### src/rtl/conv_y_out_buffer_if.sv
// Handshake bundle between the conv core y stream, the output buffer and its consumer.
interface conv_y_out_buffer_if #(
  parameter int unsigned ACC_SIZE  = 21,
  parameter int unsigned OUT_WIDTH = 21
);
  logic                        s_valid_y;
  logic                        s_ready_y;
  logic signed [ACC_SIZE-1:0]  s_data_in_y;
  logic                        m_valid;
  logic                        m_ready;
  logic signed [OUT_WIDTH-1:0] m_data_out;
  logic                        m_last;
  logic                        sat_flag;

  modport slave (
    input  s_valid_y, s_data_in_y, m_ready,
    output s_ready_y, m_valid, m_data_out, m_last, sat_flag
  );

  modport master (
    output s_valid_y, s_data_in_y, m_ready,
    input  s_ready_y, m_valid, m_data_out, m_last, sat_flag
  );
endinterface

### src/rtl/conv_y_out_buffer.sv
// FWFT output FIFO for the conv core y stream: saturates on push and tags the
// last sample of every frame. All interface outputs come straight from flops.
module conv_y_out_buffer #(
  parameter int unsigned ACC_SIZE  = 21,
  parameter int unsigned OUT_WIDTH = 21,
  parameter int unsigned X_SIZE    = 128,
  parameter int unsigned F_SIZE    = 32,
  parameter int unsigned DEPTH     = 4
) (
  input logic                 clk,
  input logic                 reset,
  conv_y_out_buffer_if.slave  bus
);
  localparam int unsigned Y_COUNT = X_SIZE - F_SIZE + 1;
  localparam int unsigned PTR_W   = $clog2(DEPTH);
  localparam int unsigned CNT_W   = $clog2(DEPTH + 1);
  localparam int unsigned FCNT_W  = (Y_COUNT > 1) ? $clog2(Y_COUNT) : 1;
  localparam int unsigned ENT_W   = OUT_WIDTH + 1;

  logic [ENT_W-1:0]  mem_q [DEPTH];
  logic [PTR_W-1:0]  rd_ptr_q, rd_ptr_d, wr_ptr_q, wr_ptr_d;
  logic [CNT_W-1:0]  count_q, count_d;
  logic [FCNT_W-1:0] frame_q, frame_d;
  logic              sat_q, sat_d;
  logic              s_ready_q, s_ready_d;
  logic              m_valid_q, m_valid_d;
  logic [ENT_W-1:0]  head_q, head_d;

  logic                 push_c, pop_c, clamp_c, last_c;
  logic [OUT_WIDTH-1:0] sat_data_c;
  logic [ENT_W-1:0]     entry_c;

  // Clamp when the bits above the output sign bit are not a pure sign extension.
  if (OUT_WIDTH < ACC_SIZE) begin : g_sat
    localparam int unsigned HI_W = ACC_SIZE - OUT_WIDTH + 1;
    logic [HI_W-1:0] hi_c;
    assign hi_c = bus.s_data_in_y[ACC_SIZE-1:OUT_WIDTH-1];
    always_comb begin
      clamp_c    = !((&hi_c) || !(|hi_c));
      sat_data_c = bus.s_data_in_y[OUT_WIDTH-1:0];
      if (clamp_c) begin
        sat_data_c = bus.s_data_in_y[ACC_SIZE-1] ? {1'b1, {(OUT_WIDTH-1){1'b0}}}
                                                  : {1'b0, {(OUT_WIDTH-1){1'b1}}};
      end
    end
  end else begin : g_pass
    assign clamp_c    = 1'b0;
    assign sat_data_c = bus.s_data_in_y[OUT_WIDTH-1:0];
  end

  assign push_c  = bus.s_valid_y && s_ready_q;
  assign pop_c   = m_valid_q && bus.m_ready;
  assign last_c  = (frame_q == FCNT_W'(Y_COUNT - 1));
  assign entry_c = {last_c, sat_data_c};

  always_comb begin
    rd_ptr_d = rd_ptr_q;
    wr_ptr_d = wr_ptr_q;
    count_d  = count_q;
    frame_d  = frame_q;
    sat_d    = sat_q;
    head_d   = '0;

    if (push_c) begin
      wr_ptr_d = wr_ptr_q + PTR_W'(1);
      frame_d  = last_c ? '0 : frame_q + FCNT_W'(1);
      sat_d    = sat_q | clamp_c;
    end
    if (pop_c) begin
      rd_ptr_d = rd_ptr_q + PTR_W'(1);
    end
    case ({push_c, pop_c})
      2'b10:   count_d = count_q + CNT_W'(1);
      2'b01:   count_d = count_q - CNT_W'(1);
      default: count_d = count_q;
    endcase

    // Head register: bypass the incoming entry when it lands in an empty FIFO.
    if (count_d == '0) begin
      head_d = '0;
    end else if ((count_q - CNT_W'(pop_c)) == '0) begin
      head_d = entry_c;
    end else begin
      head_d = mem_q[rd_ptr_d];
    end

    s_ready_d = (count_d != CNT_W'(DEPTH));
    m_valid_d = (count_d != '0);
  end

  always_ff @(posedge clk) begin
    if (reset) begin
      rd_ptr_q  <= '0;
      wr_ptr_q  <= '0;
      count_q   <= '0;
      frame_q   <= '0;
      sat_q     <= 1'b0;
      s_ready_q <= 1'b1;
      m_valid_q <= 1'b0;
      head_q    <= '0;
    end else begin
      rd_ptr_q  <= rd_ptr_d;
      wr_ptr_q  <= wr_ptr_d;
      count_q   <= count_d;
      frame_q   <= frame_d;
      sat_q     <= sat_d;
      s_ready_q <= s_ready_d;
      m_valid_q <= m_valid_d;
      head_q    <= head_d;
    end
  end

  // Storage needs no reset; occupancy is tracked by the pointers.
  always_ff @(posedge clk) begin
    if (push_c) begin
      mem_q[wr_ptr_q] <= entry_c;
    end
  end

  assign bus.s_ready_y  = s_ready_q;
  assign bus.m_valid    = m_valid_q;
  assign bus.m_data_out = head_q[OUT_WIDTH-1:0];
  assign bus.m_last     = head_q[OUT_WIDTH];
  assign bus.sat_flag   = sat_q;
endmodule

### src/flat_wrapper.sv
// flat-port wrapper written by rule: the top's interface ports become plain ports
module conv_y_out_buffer_flat 
#(
  parameter int unsigned ACC_SIZE  = 21,
  parameter int unsigned OUT_WIDTH = 21,
  parameter int unsigned X_SIZE    = 128,
  parameter int unsigned F_SIZE    = 32,
  parameter int unsigned DEPTH     = 4
)
  (clk, reset, bus_s_valid_y, bus_s_data_in_y, bus_m_ready, bus_s_ready_y, bus_m_valid, bus_m_data_out, bus_m_last, bus_sat_flag);
  conv_y_out_buffer_if #(.ACC_SIZE(ACC_SIZE), .OUT_WIDTH(OUT_WIDTH)) bus_i ();
  input logic clk;
  input logic reset;
  input wire logic [$bits(bus_i.s_valid_y)-1:0] bus_s_valid_y;
  input wire logic [$bits(bus_i.s_data_in_y)-1:0] bus_s_data_in_y;
  input wire logic [$bits(bus_i.m_ready)-1:0] bus_m_ready;
  output wire logic [$bits(bus_i.s_ready_y)-1:0] bus_s_ready_y;
  output wire logic [$bits(bus_i.m_valid)-1:0] bus_m_valid;
  output wire logic [$bits(bus_i.m_data_out)-1:0] bus_m_data_out;
  output wire logic [$bits(bus_i.m_last)-1:0] bus_m_last;
  output wire logic [$bits(bus_i.sat_flag)-1:0] bus_sat_flag;
  assign bus_i.s_valid_y = bus_s_valid_y;
  assign bus_i.s_data_in_y = bus_s_data_in_y;
  assign bus_i.m_ready = bus_m_ready;
  assign bus_s_ready_y = bus_i.s_ready_y;
  assign bus_m_valid = bus_i.m_valid;
  assign bus_m_data_out = bus_i.m_data_out;
  assign bus_m_last = bus_i.m_last;
  assign bus_sat_flag = bus_i.sat_flag;
  conv_y_out_buffer #(.ACC_SIZE(ACC_SIZE), .OUT_WIDTH(OUT_WIDTH), .X_SIZE(X_SIZE), .F_SIZE(F_SIZE), .DEPTH(DEPTH)) u_core (.clk(clk), .reset(reset), .bus(bus_i));
endmodule
### config.mk
export PLATFORM = sky130hd
export DESIGN_NAME = conv_y_out_buffer_flat
export DESIGN_NICKNAME = d
export VERILOG_FILES = /design/src/rtl/conv_y_out_buffer_if.sv /design/src/rtl/conv_y_out_buffer.sv /design/src/flat_wrapper.sv
export SDC_FILE = /design/constraint.sdc
export NUM_CORES = 1
export LEC_CHECK = 0
export ABC_AREA = 1
export CORE_UTILIZATION = 45
export CTS_CLUSTER_SIZE = 8
export DETAILED_ROUTE_END_ITERATION = 8
export SLEW_MARGIN = 20
export SYNTH_ARGS = -nofsm -noshare
export SYNTH_HDL_FRONTEND = slang
export SYNTH_SLANG_ARGS = --single-unit
### constraint.sdc
create_clock -name clk -period 4.8 [get_ports clk]
set_input_delay 0.96 -clock clk [delete_from_list [all_inputs] [get_ports clk]]
set_output_delay 0.96 -clock clk [all_outputs]
set_load 0.05 [all_outputs]
==> impl_metrics.tcl <==
set metrics [dict create \
    grt_usage_pct 19.3 \
    synth_area_um2 5450 \
    rsz0062_at_grt "no" \
    cts_resized 0 \
    coreArea_um2 11600 \
    crit_top_cell "nand2_1" \
    first_pass_iters 7 \
    layout-drive-gt1-share_pct 6.24 \
    cts_root_buffer "clkbuf_16" \
    grt.busiest_layer "met2" \
    cp_top_family "simple AND/OR/NAND/NOR gates" \
    setup_viol 0 \
    critPathMaxFanout 22 \
    synth.distinct_cells 30 \
    fin_setup_tns_ps 0 \
    htreeDepth 4 \
    cts_inserted_buffers 17 \
    synth-seq-cells 126 \
    ys_seq_area_share_pct 62.4 \
    worstSkewPairLatency_ps 410 \
    drcViolationCount 4 \
    slew_violations 0 \
    hold_buffers 0 \
    design_area_um2 6550 \
    antenna_left 0 \
    path_cells "clkdlybuf4s50_1 > nand2_1 > ha_1 > inv_1 > fa_1 > nand2_1 > o21a_1 > nor2_1 > nand2_1 > buf_4 > nand3_1 > nor2_1" \
    power_frac_seq_pct 36.0 \
    grt_max_degree 47 \
    die_h_um 112 \
    wl_per_cell_um 14.4 \
    syn2layout_area_growth_pct 20.2 \
    irDropWorstVdd_mv 0.340 \
    hold_class "register to register" \
    finClkSkew_ps 5.31 \
    num_antenna_cells 0 \
    cts.sinks 126 \
    hold_viol 0 \
    postPlaceCellArea_um2 6020 \
    synthCells 568 \
    row_count 39 \
    use_met1_pct 24.8 \
    violations "DRC" \
    gp_congestion 0.759 \
    clockPowerShare_pct 31.0 \
    critical_path_class "input pin to register" \
    synth_fp_nets 602 \
    start_util_pct 46.9 \
    period_share_pct 68.1 \
    drt_iter0_markers 264 \
    tightest_slew_ps 990 \
    io_buffer_count 48 \
    status "complete, but fails checks" \
    die_area_um2 12600 \
    critPathMaxStageDelay_ps 450 \
    clk_path_buf_depth 2 \
    die_w_um 112 \
    wl_mm 11.1 \
    hold_depth 2 \
    layout_commonest_cell "nand2_1" \
    leakagePower_nw 2.79 \
    path_buf_inv 3 \
    yosys_warnings 0 \
    grt_overflow 0 \
    final_cell_mix "nand2_1 (151), edfxtp_1 (88), inv_1 (69), nand3_1 (69), nor2_1 (62)" \
    fin_nets 646 \
    post_cts_buffers 0 \
    cp.required_ps 5130 \
    reg2regPathDepth 11 \
    drv_cap 0 \
    cp-start-kind "input pin" \
    power.internal_mw 2.44 \
    comb_power_share_pct 33.1 \
    worstSetupEndpointType "register" \
    met2_usage_pct 31.3 \
    p_per_area_nw_per_um2 575 \
    fmax_ghz 0.306 \
    cts_tree "built" \
    syn_avg_cell_area_um2 9.60 \
    hpwl_mm 6.02 \
    grt_pass1_wl_mm 18.1 \
    cpMaxStageDelayCell "clkdlybuf4s50_1" \
    grt_use_met3_pct 4.59 \
    vias 3819 \
    critical_path_depth 12 \
    max_slew_margin_pct 33.9 \
    worstPathArrival_ps 3610 \
    p_switching_mw 1.33 \
    vias_per_cell 4.97 \
    period_needed_ps 3270 \
    path_clk_slew_ps 50 \
    antenna_found_initial 0 \
    netSwitchingFraction_pct 35.3 \
    grt_pass1_vias 3546 \
    io_pins 50 \
]
==> worst min-delay path, cell delays in order (launching register included) <==
cell and delay [ps]:
dfxtp_1 320, nor2_1 100, nor3_1 50
==> logic make-up after synthesis <==
group / share of synthesized area (%)
other: 0.0688
and+or+nand+nor: 26.0
DFF: 62.4
AOI/OAI and AO/OA: 1.29
xor gates and xnor gates: 0.321
adders and majority gates: 2.20
buffers and inverters: 7.67
==> per-stage QoR <==
step                      utilization, %  hold slack (ps)  setup slack (ps)  cells  total power, mW
after floorplan                        -              490              1940    568             2.30
after global placement              51.8              507              1260    736             2.61
after detailed placement            51.8              510              1140    736             2.63
after CTS                           56.4              517              1560    768             3.80
after global routing                56.4              537              1290    768             4.00
final                               56.4              515              1530    768             3.77
==> synthesized netlist by cell type <==
| cell | count | area (µm²) |
|---|---|---|
| edfxtp_1 | 88 | 2640 |
| a31oi_1 | 1 | 6.26 |
| nand4_1 | 4 | 25.0 |
| o21a_1 | 1 | 7.51 |
| nand2_4 | 2 | 22.5 |
| nand2_1 | 151 | 567 |
| xor2_1 | 1 | 8.76 |
| nand2_2 | 2 | 12.5 |
| xnor2_1 | 1 | 8.76 |
| o21ai_2 | 1 | 8.76 |
| clkbuf_1 | 6 | 22.5 |
| nand3_4 | 1 | 17.5 |
| nor2_1 | 66 | 248 |
| dfxtp_1 | 38 | 761 |
| inv_2 | 3 | 11.3 |
| fa_1 | 1 | 20.0 |
| ha_1 | 8 | 100 |
| buf_6 | 2 | 22.5 |
| buf_1 | 2 | 7.51 |
| a21o_1 | 1 | 7.51 |
| o21ai_0 | 4 | 20.0 |
| conb_1 | 1 | 3.75 |
| nor2_2 | 1 | 6.26 |
| buf_4 | 6 | 45.0 |
| inv_1 | 69 | 259 |
| a21oi_1 | 4 | 20.0 |
| buf_2 | 10 | 50.1 |
| nand3_1 | 69 | 345 |
| nand3b_1 | 22 | 165 |
| nor3_1 | 2 | 10.0 |
==> layout make-up <==
type                    count  area [µm²]
fillers                  1021        5060
flip-flops and latches    126        3400
multi-input cells         344        1660
repair buffers             51         503
clock buffers              20         437
inverters                  72         270
well taps                 143         179
clock inverters            12         101
==> sequential cells by signal, summed over array words and instances (netlist names) <==
name / flops
u_core.bus.m_valid: 1
u_core.rd_ptr_q: 2
u_core.wr_ptr_q: 2
u_core.count_q: 3
u_core.frame_q: 7
u_core.head_q: 22
u_core.bus.s_ready_y: 1
u_core.mem_q: 88
==> routing by layer <==
metal  part of all wire (%)  vias to the layer above
met4                    1.1                        0
met1                     46                     1815
li1                       -                     1921
met2                     49                       71
met3                    4.2                       12
met5                      0                        -
==> worst paths after layout <==
| path | slack [ps] | start | end |
|---|---|---|---|
| min | 510 | u_core.frame_q[0] | u_core.frame_q[0] |
| max | 1530 | bus_s_valid_y | u_core.head_q[11] |
| min reg2reg | 510 | u_core.frame_q[0] | u_core.frame_q[0] |
| max reg2reg | 2200 | u_core.bus.s_ready_y | u_core.head_q[11] |
==> power groups by stage <==
stage	Sequential (mW)	Clock, mW	Combinational (mW)
global placement	1.38	0	1.23
detailed placement	1.38	0	1.25
finish	1.36	1.17	1.25
floorplan	1.62	0	0.680
global route	1.37	1.24	1.39
CTS	1.36	1.18	1.26
Power figures use the tool's default switching activity.
